[src/rtl/fft_seq_pkg.sv]
// rtl/fft_seq_pkg.sv - shared widths, frame types and FSM states for the FFT frame sequencer
package fft_seq_pkg;
  localparam int DEF_N_PTS    = 16;
  localparam int DEF_SAMPLE_W = 16;
  localparam int DEF_WORD_W   = 32;

  typedef logic [DEF_WORD_W-1:0] word_t;
  typedef word_t frame_t [0:DEF_N_PTS-1];

  typedef enum logic [1:0] {IDLE, START, WAIT_DONE, CAPTURE} seq_state_t;
endpackage

[src/rtl/sample_window_sr.sv]
// rtl/sample_window_sr.sv - sliding sample window with fill/hop counters and frame trigger
module sample_window_sr #(
  parameter int N_PTS    = 16,
  parameter int SAMPLE_W = 16,
  parameter int WORD_W   = 32,
  parameter int HOP      = 16
) (
  input  logic                clk,
  input  logic                rst,
  input  logic                sample_valid,
  input  logic [SAMPLE_W-1:0] sample,
  output logic [WORD_W-1:0]   window_next [N_PTS],
  output logic                trigger
);
  localparam int FW = $clog2(N_PTS + 1);
  localparam int HW = $clog2(HOP + 1);

  logic [WORD_W-1:0] window [N_PTS];
  logic [FW-1:0]     fill_cnt;
  logic [FW-1:0]     fill_next;
  logic [HW-1:0]     hop_cnt;
  logic [HW-1:0]     hop_inc;

  // Trigger uses next-state counts so a same-cycle sample lands in the snapshot.
  always_comb begin
    window_next = window;
    fill_next   = fill_cnt;
    hop_inc     = hop_cnt + 1'b1;
    trigger     = 1'b0;
    if (sample_valid) begin
      for (int i = N_PTS - 1; i > 0; i--) window_next[i] = window[i-1];
      window_next[0] = {sample, {(WORD_W - SAMPLE_W){1'b0}}};
      if (fill_cnt != FW'(N_PTS)) fill_next = fill_cnt + 1'b1;
      trigger = (hop_inc == HW'(HOP)) && (fill_next == FW'(N_PTS));
    end
  end

  always_ff @(posedge clk) begin
    if (!rst) begin
      window   <= '{default: '0};
      fill_cnt <= '0;
      hop_cnt  <= '0;
    end else begin
      window   <= window_next;
      fill_cnt <= fill_next;
      if (sample_valid) hop_cnt <= (hop_inc == HW'(HOP)) ? '0 : hop_inc;
    end
  end
endmodule

[src/rtl/fft_frame_sequencer.sv]
// rtl/fft_frame_sequencer.sv - FFT start/done initiator: snapshot window, run FFT, latch result
// FFT_SEQ_TIMEOUT_EN adds the DONE_TIMEOUT abort in WAIT_DONE and the timeouts counter.
module fft_frame_sequencer
  import fft_seq_pkg::*;
#(
  parameter int N_PTS    = DEF_N_PTS,
  parameter int SAMPLE_W = DEF_SAMPLE_W,
  parameter int WORD_W   = DEF_WORD_W,
  parameter int HOP      = 16
`ifdef FFT_SEQ_TIMEOUT_EN
  , parameter int DONE_TIMEOUT = 1024
`endif
) (
  input  logic                clk,
  input  logic                rst,
  input  logic                sample_valid,
  input  logic [SAMPLE_W-1:0] sample,
  output logic [WORD_W-1:0]   td [N_PTS],
  output logic                fft_start,
  input  logic                fft_done,
  input  logic [WORD_W-1:0]   fd_in [N_PTS],
  output logic [WORD_W-1:0]   fd_out [N_PTS],
  output logic                fd_valid,
  output logic                busy,
  output logic [7:0]          skipped,
  output logic [7:0]          timeouts
);
  seq_state_t        state;
  logic              done_low_seen;
  logic              done_accept;
  logic              timed_out;
  logic              trigger;
  logic [WORD_W-1:0] window_next [N_PTS];

  sample_window_sr #(
    .N_PTS(N_PTS), .SAMPLE_W(SAMPLE_W), .WORD_W(WORD_W), .HOP(HOP)
  ) u_window (
    .clk(clk), .rst(rst), .sample_valid(sample_valid), .sample(sample),
    .window_next(window_next), .trigger(trigger)
  );

  // A done level carried over from the previous frame only counts after a low phase.
  assign done_accept = (state == WAIT_DONE) && fft_done && done_low_seen;

`ifdef FFT_SEQ_TIMEOUT_EN
  localparam int TW = $clog2(DONE_TIMEOUT + 1);
  logic [TW-1:0] wait_cnt;

  assign timed_out = (state == WAIT_DONE) && !done_accept && (wait_cnt == TW'(DONE_TIMEOUT - 1));

  always_ff @(posedge clk) begin
    if (!rst) begin
      wait_cnt <= '0;
      timeouts <= '0;
    end else begin
      wait_cnt <= (state == WAIT_DONE) ? wait_cnt + 1'b1 : '0;
      if (timed_out && timeouts != 8'hFF) timeouts <= timeouts + 8'd1;
    end
  end
`else
  assign timed_out = 1'b0;
  assign timeouts  = 8'd0;
`endif

  always_ff @(posedge clk) begin
    if (!rst) begin
      state         <= IDLE;
      td            <= '{default: '0};
      fd_out        <= '{default: '0};
      fft_start     <= 1'b0;
      fd_valid      <= 1'b0;
      busy          <= 1'b0;
      done_low_seen <= 1'b0;
      skipped       <= '0;
    end else begin
      fft_start <= 1'b0;
      fd_valid  <= 1'b0;
      if (trigger && state != IDLE && skipped != 8'hFF) skipped <= skipped + 8'd1;
      case (state)
        IDLE: begin
          if (trigger) begin
            td        <= window_next;
            fft_start <= 1'b1;
            busy      <= 1'b1;
            state     <= START;
          end
        end
        START: begin
          done_low_seen <= 1'b0;
          state         <= WAIT_DONE;
        end
        WAIT_DONE: begin
          if (!fft_done) done_low_seen <= 1'b1;
          if (done_accept) begin
            fd_out   <= fd_in;
            fd_valid <= 1'b1;
            state    <= CAPTURE;
          end else if (timed_out) begin
            busy  <= 1'b0;
            state <= IDLE;
          end
        end
        CAPTURE: begin
          busy  <= 1'b0;
          state <= IDLE;
        end
        default: state <= IDLE;
      endcase
    end
  end
endmodule

[config.mk]
export PLATFORM = sky130hd
export DESIGN_NAME = fft_frame_sequencer
export DESIGN_NICKNAME = d
export VERILOG_FILES = /design/src/rtl/fft_seq_pkg.sv /design/src/rtl/sample_window_sr.sv /design/src/rtl/fft_frame_sequencer.sv
export SDC_FILE = /design/constraint.sdc
export NUM_CORES = 2
export LEC_CHECK = 0
export ABC_CLOCK_PERIOD_IN_PS = 4300
export BUFFER_PORTS_ARGS = -buffer_cell sky130_fd_sc_hd__buf_2
export CAP_MARGIN = 20
export CORE_AREA = 2 2 607 609
export DETAILED_ROUTE_END_ITERATION = 10
export DIE_AREA = 0 0 609 611
export GPL_TIMING_DRIVEN = 0
export PLACE_DENSITY = 0.32
export SYNTH_ARGS = -nofsm -noshare
export SYNTH_HDL_FRONTEND = slang
export SYNTH_SLANG_ARGS = --single-unit
[constraint.sdc]
create_clock -name clk -period 4.3 [get_ports clk]
set_input_delay 0.43 -clock clk [delete_from_list [all_inputs] [get_ports clk]]
set_output_delay 0.43 -clock clk [all_outputs]
set_load 0.01 [all_outputs]
# Yosys cells after proc, flatten, opt, wreduce, memory -nomap -nowiden
# Cells that the tools add are included.
# op_classes
n_addsub,3
eq_ne,10
muxes,14
reduce_logical,16
# ops
operator,count
512-bit 2-to-1 mux,1
5-bit 2-to-1 mux,3
2-bit AND reduction,7
5-bit by 1-bit adder with 5-bit output (second input constant),2
5-bit == test (second input constant),2
8-bit by 1-bit adder with 8-bit output (second input constant),1
8-bit != test (second input constant),1
2-bit case mux with 4 select lines,1
2-bit != test (second input constant),3
2-bit nonzero test,3
1-bit logical AND,5
1-bit 2-to-1 mux,5
5-bit != test (second input constant),1
2-bit == test (second input constant),2
2-bit 2-to-1 mux,2
1-bit case mux with 2 select lines,2
2-bit by 1-bit == test with 1-bit output (second input constant),1
2-bit logical NOT,1
# totals
regBits,1560
input_bits,532
output_inout_bits,1043
word_cells,99

# Depth between registers and ports, before layout
# depth
word_depth,8
depth_mapped,11
depth_no_buf,8

# By module
# Synthesis repeated with hierarchy kept, for this count alone.
# unflattened
cells_unflattened,6255
area_unflattened_um2,57233.6
# modules_own_cells
mod,n_inst,cells_per_inst,area_per_inst_um2,seq_area_each_um2
fft_frame_sequencer,1,4532,36562.6,20779.9
sample_window_sr,1,1723,20671.1,10450.0

# Worst setup path after synthesis
# No wires, ideal clock.
# synth_timing
path_kind,reg2reg
startpoint,reg u_window.fill_cnt[0]
endpoint,reg td[283] (netlist bit)
setup_ns,0.146
t_arrival_ns,2.012
required_time_ns,4.154
path_slack_ns,2.142
stages_incl_launch_ff,11
n_path_buf,3
period_less_slack_ns,2.158
path_cell_list,dfxtp_1 inv_1 ha_1 and4bb_1 mux2_4 o2111ai_4 nor3_2 buf_4 buf_2 buf_4 a211oi_2
# synth_between
elab_chain_cells,7
elab_cells_between_ends,8
classes_between,1 x add/sub; 2 x eq/ne; 3 x mux; 2 x reduce/logical
# synth_rtl
element,line_no,source
start: declaration,sample_window_sr.sv:19,logic [FW-1:0] fill_cnt;
start signal: assignment,sample_window_sr.sv:45,fill_cnt <= fill_next;
5-bit by 1-bit adder with 5-bit output or 5-bit != test (tied branches),sample_window_sr.sv:33,if (fill_cnt != FW'(N_PTS)) fill_next = fill_cnt + 1'b1;
5-bit 2-to-1 mux (*),sample_window_sr.sv:33,
5-bit 2-to-1 mux (*),sample_window_sr.sv:30,if (sample_valid) begin
5-bit == test (*),sample_window_sr.sv:34,trigger = (hop_inc == HW'(HOP)) && (fill_next == FW'(N_PTS));
1-bit logical AND (*),sample_window_sr.sv:34,
1-bit 2-to-1 mux (*),sample_window_sr.sv:30,
2-bit AND reduction (no line) (*),--,
end signal: assignment,fft_frame_sequencer.sv:82,td <= window_next;
end: declaration,fft_frame_sequencer.sv:18,"output logic [WORD_W-1:0] td [N_PTS],"
# Mark *: on every way between the ends. The rest lies on a longest branch, timed or not. The select of a mux whose other input is x is not followed.
# A chain may end at the register's enable or synchronous reset.

# Worst setup path in the final report
# layout_timing
startpoint,reg state[0]
endpoint,reg fd_out[100] (netlist bit)
# layout_between
elab_chain_cells,4
# layout_rtl
element,line_no,source
start: declaration,fft_frame_sequencer.sv:28,seq_state_t state;
start signal: assignment,fft_frame_sequencer.sv:67,state <= IDLE;
start signal: assignment,fft_frame_sequencer.sv:85,state <= START;
start signal: assignment,fft_frame_sequencer.sv:90,state <= WAIT_DONE;
2-bit == test (*),"fft_frame_sequencer.sv:43, fft_frame_sequencer.sv:79",
1-bit logical AND (2 in series),fft_frame_sequencer.sv:43,assign done_accept = (state == WAIT_DONE) && fft_done && done_low_seen;
2-bit AND reduction (no line) (*),--,
end signal: assignment,fft_frame_sequencer.sv:95,fd_out <= fd_in;
end: declaration,fft_frame_sequencer.sv:22,"output logic [WORD_W-1:0] fd_out [N_PTS],"
# Mark *: on every way between the ends. The rest lies on a longest branch, timed or not.

==> results.rst <==
.. list-table::
   :header-rows: 1

   * - Metric
     - Value
   * - Post-place setup slack
     - between 0.15 and 0.2 ns
   * - Top cell type's share of synthesized area
     - between 50% and 60%
   * - DIE WIDTH
     - 609 µm
   * - Insertion delay of the later-clocked pin in the worst-skew pair
     - between 0.9 and 1 ns
   * - Max Slew Vio Count
     - 0
   * - Vias/cell
     - a little under 4
   * - Mapped Avg Cell Area
     - between 9 and 10 µm²
   * - Number of antenna violations at the first check in global routing
     - 116
   * - Core region area
     - around 0.36 mm²
   * - Cell Rows
     - 222
   * - Number of DRC markers in iteration 0
     - ~3300
   * - HPWL after detailed placement
     - about 320000 µm
   * - Fraction of the yosys area taken by sequential cells
     - a little under three fifths
   * - Ys async rst share
     - 0%
   * - DIE AREA
     - roughly 0.37 mm²
   * - Most area-consuming cells after synthesis
     - dfxtp_1 (57%), mux2i_1 (9.2%), nand2_1 (7.1%)
   * - Post-cts gate resize count
     - 0
   * - Post-route DRC violation count
     - 0
   * - Transition time at the pin with the least slew margin
     - roughly 1.2 ns
   * - Syn Std Cell Area
     - 0.05468 mm²
   * - Number of flops mapped to enable cells by yosys
     - 0
   * - Routed WL per cell
     - between 20 and 30 µm
   * - Post-synthesis instance total
     - between 5000 and 6000
   * - Final worst clock skew
     - around 0.10 ns
   * - PwrDens
     - ~420 mW/mm²
   * - Number of synthesized register bits
     - ~1600
   * - Final Routed Wirelength
     - 376900 µm
   * - Clock-pin slew on the worst setup and hold paths
     - 0.07 ns
   * - Num CTS Buffers
     - 200
   * - Gp weighted congestion
     - ~0.95
   * - Final Power
     - roughly 34 mW
   * - Peak supply drop
     - 0.3787 mV
   * - Final period util
     - ~93%
   * - Fraction of layout instances using a drive strength above 1
     - between 20% and 30%
   * - Endpoints failing hold
     - 0
   * - Chip height
     - between 600 and 700 µm
   * - Status
     - completed
   * - Type of destination of the critical path
     - flop
   * - Final setup violation count
     - 0
   * - Maximum operating frequency
     - 251.4 MHz
   * - Max_slew headroom
     - 22.26%
   * - Buffers added on ports
     - around 1600
   * - Via count
     - roughly 51000
   * - Number of nets with antenna violations after routing
     - 0
   * - Area growth from synthesis to final layout
     - 48.10%
   * - Vias in the first global route
     - ~52000
   * - Critical path data required time
     - roughly 5 ns
   * - Library cell occupying the most area in the post-synthesis netlist
     - dfxtp_1
   * - Count of maximum capacitance violations
     - 0
   * - # IOs
     - about 1600
   * - Max FO, Critical Path
     - 11
   * - Net count reported at finish
     - 8558
   * - Final global-route overflow total
     - 0
   * - Global-route wire length before repair
     - roughly 490000 µm
   * - Unrepaired setup endpoints after global routing
     - false
   * - Main synth FF type
     - dfxtp_1
   * - Clk buf depth
     - 4
   * - Unique masters post-synth
     - ~40
   * - Static power due to leakage
     - 33.03 nW
   * - Kind of start point of the critical path
     - flop
   * - Type of the worst setup path
     - flop to flop
   * - Fill cell instance count of the final layout
     - ~40000
   * - First-pass iteration count of the detailed router
     - 5
   * - PnR worst setup slack
     - roughly 0.32 ns
   * - Worst Hold Class
     - input port to flop
   * - Count of clock tree sinks
     - ~1600
   * - Crit path arrival time
     - 4.76 ns
   * - Pin count of the biggest net entering global routing
     - 20
   * - Final critical delay including setup and external delays
     - between 3 and 4 ns
   * - Initial core utilization
     - about 15%
   * - H-tree levels
     - 4
   * - TritonCTS clock tree
     - built
   * - Number of warnings issued by yosys
     - 0
   * - Total global-route track usage
     - just under 20%
   * - CTS Root Cell
     - clkbuf_16
[final cells by class]
type	instances	area [µm²]	area share (%)
clock inverter	61	877.1	1.083
inverter	10	37.54	0.04635
buffer	462	2193	2.709
timing repair buffer	2109	13400	16.55
tap	4816	6026	7.442
multi-input combinational	3674	21250	26.25
clock buffer	293	5884	7.267
antenna	30	75.07	0.09271
sequential	1560	31230	38.57
[cell usage after synthesis, types with 2 or more instances]
| master | number |
|---|---|
| a211oi_1 | 212 |
| a211oi_2 | 285 |
| a21oi_1 | 520 |
| and2_1 | 16 |
| and3_1 | 20 |
| buf_1 | 49 |
| buf_2 | 49 |
| buf_4 | 77 |
| buf_6 | 13 |
| clkbuf_1 | 274 |
| dfxtp_1 | 1560 |
| ha_1 | 9 |
| inv_1 | 9 |
| mux2i_1 | 502 |
| nand2_1 | 1033 |
| nand2b_1 | 5 |
| nand3_1 | 7 |
| nand3b_1 | 2 |
| nand4_1 | 5 |
| nor2_1 | 1014 |
| nor2b_1 | 3 |
| nor4_1 | 3 |
| o21ai_0 | 6 |
| xnor2_1 | 6 |
| xor2_1 | 4 |
[routing by layer]
metal,up-vias,global-route usage [%],share of wire [%]
met1,25540,25.57,45
met5,-,0,0.021
met3,414,5.767,7.8
met2,1617,30.83,45
li1,23870,-,-
met4,12,4.344,2.4
[repair_timing]
item                                   in CTS  in global routing
hold buffers                              526                  0
endpoints found under the hold margin     543                  0
setup buffers                               0                  0
[where the power goes]
part / total [mW] / internal [mW] / switching, mW / leakage (nW)
clock network: 17.6 / 10.3 / 7.30 / 3.32
logic: 1.67 / 0.700 / 0.968 / 17.1
registers: 14.5 / 14.5 / 0.0316 / 12.6
[through the flow]
stage | std cells | TNS (ns) | instance area [µm²] | util (%) | hold WS (ns)
final | 13020 | 0 | 80980 | 22.19 | 0.1262
after floorplan | 5706 | 0 | 54700 | - | 0.4295
after global routing | 12990 | 0 | 80910 | 22.17 | 0.07665
after detailed placement | 12100 | 0 | 68830 | 18.86 | 0.4435
after CTS | 12980 | 0 | 80860 | 22.15 | 0.03484
after global placement | 12090 | -79.27 | 68560 | 18.78 | 0.4412
[cell usage in the layout (no fill, tap or decap), types with 30 or more instances in the layout]
cell / n
buf_2: 1614
dfxtp_1: 1560
nand2_1: 1033
nor2_1: 1014
dlygate4sd3_1: 526
a21oi_1: 520
mux2i_1: 502
clkbuf_1: 305
a211oi_2: 285
a211oi_1: 212
clkbuf_16: 200
buf_4: 77
clkbuf_8: 53
buf_1: 49
diode_2: 30
[flip-flops by register name (all words and copies together), names as in the netlist]
register           flops
fd_out               512
u_window.window      512
td                   512
u_window.fill_cnt      5
state                  2
busy                   1
fd_valid               1
skipped                8
done_low_seen          1
fft_start              1
u_window.hop_cnt       5
[worst paths after layout]
| check | slack, ns | startpoint | end | cells past startpoint |
|---|---|---|---|---|
| worst max register to register | 0.32 | state[0] | fd_out[100] | 8 |
| worst min-delay path | 0.13 | fd_in[430] | fd_out[430] | 3 |
| worst max-delay path | 0.32 | state[0] | fd_out[100] | 8 |
| worst min register to register | 0.45 | fd_out[366] | fd_out[366] | 2 |
[logic make-up (layout without fill, tap and decap cells)]
| family | Yosys count | after routing | share of synthesized area [%] |
|---|---|---|---|
| simple gates | 2112 | 2112 | 14.80 |
| flops | 1560 | 1560 | 57.12 |
| compound gates | 1031 | 1031 | 14.40 |
| mux | 503 | 503 | 9.217 |
| buf+inv | 472 | 2935 | 4.059 |
| xor+xnor | 11 | 11 | 0.1899 |
| fa+ha+maj | 9 | 9 | 0.2060 |
| other cells | 1 | 38 | 0.006858 |
[critical path, cell delays in order (launching register included)]
cell	delay (ns)
dfxtp_1	0.33
inv_1	0.11
ha_1	0.26
and3_1	0.24
clkbuf_1	0.79
clkbuf_1	0.90
clkbuf_1	0.64
nand2_1	0.40
a21oi_1	0.21
Power figures use the tool's default switching activity.
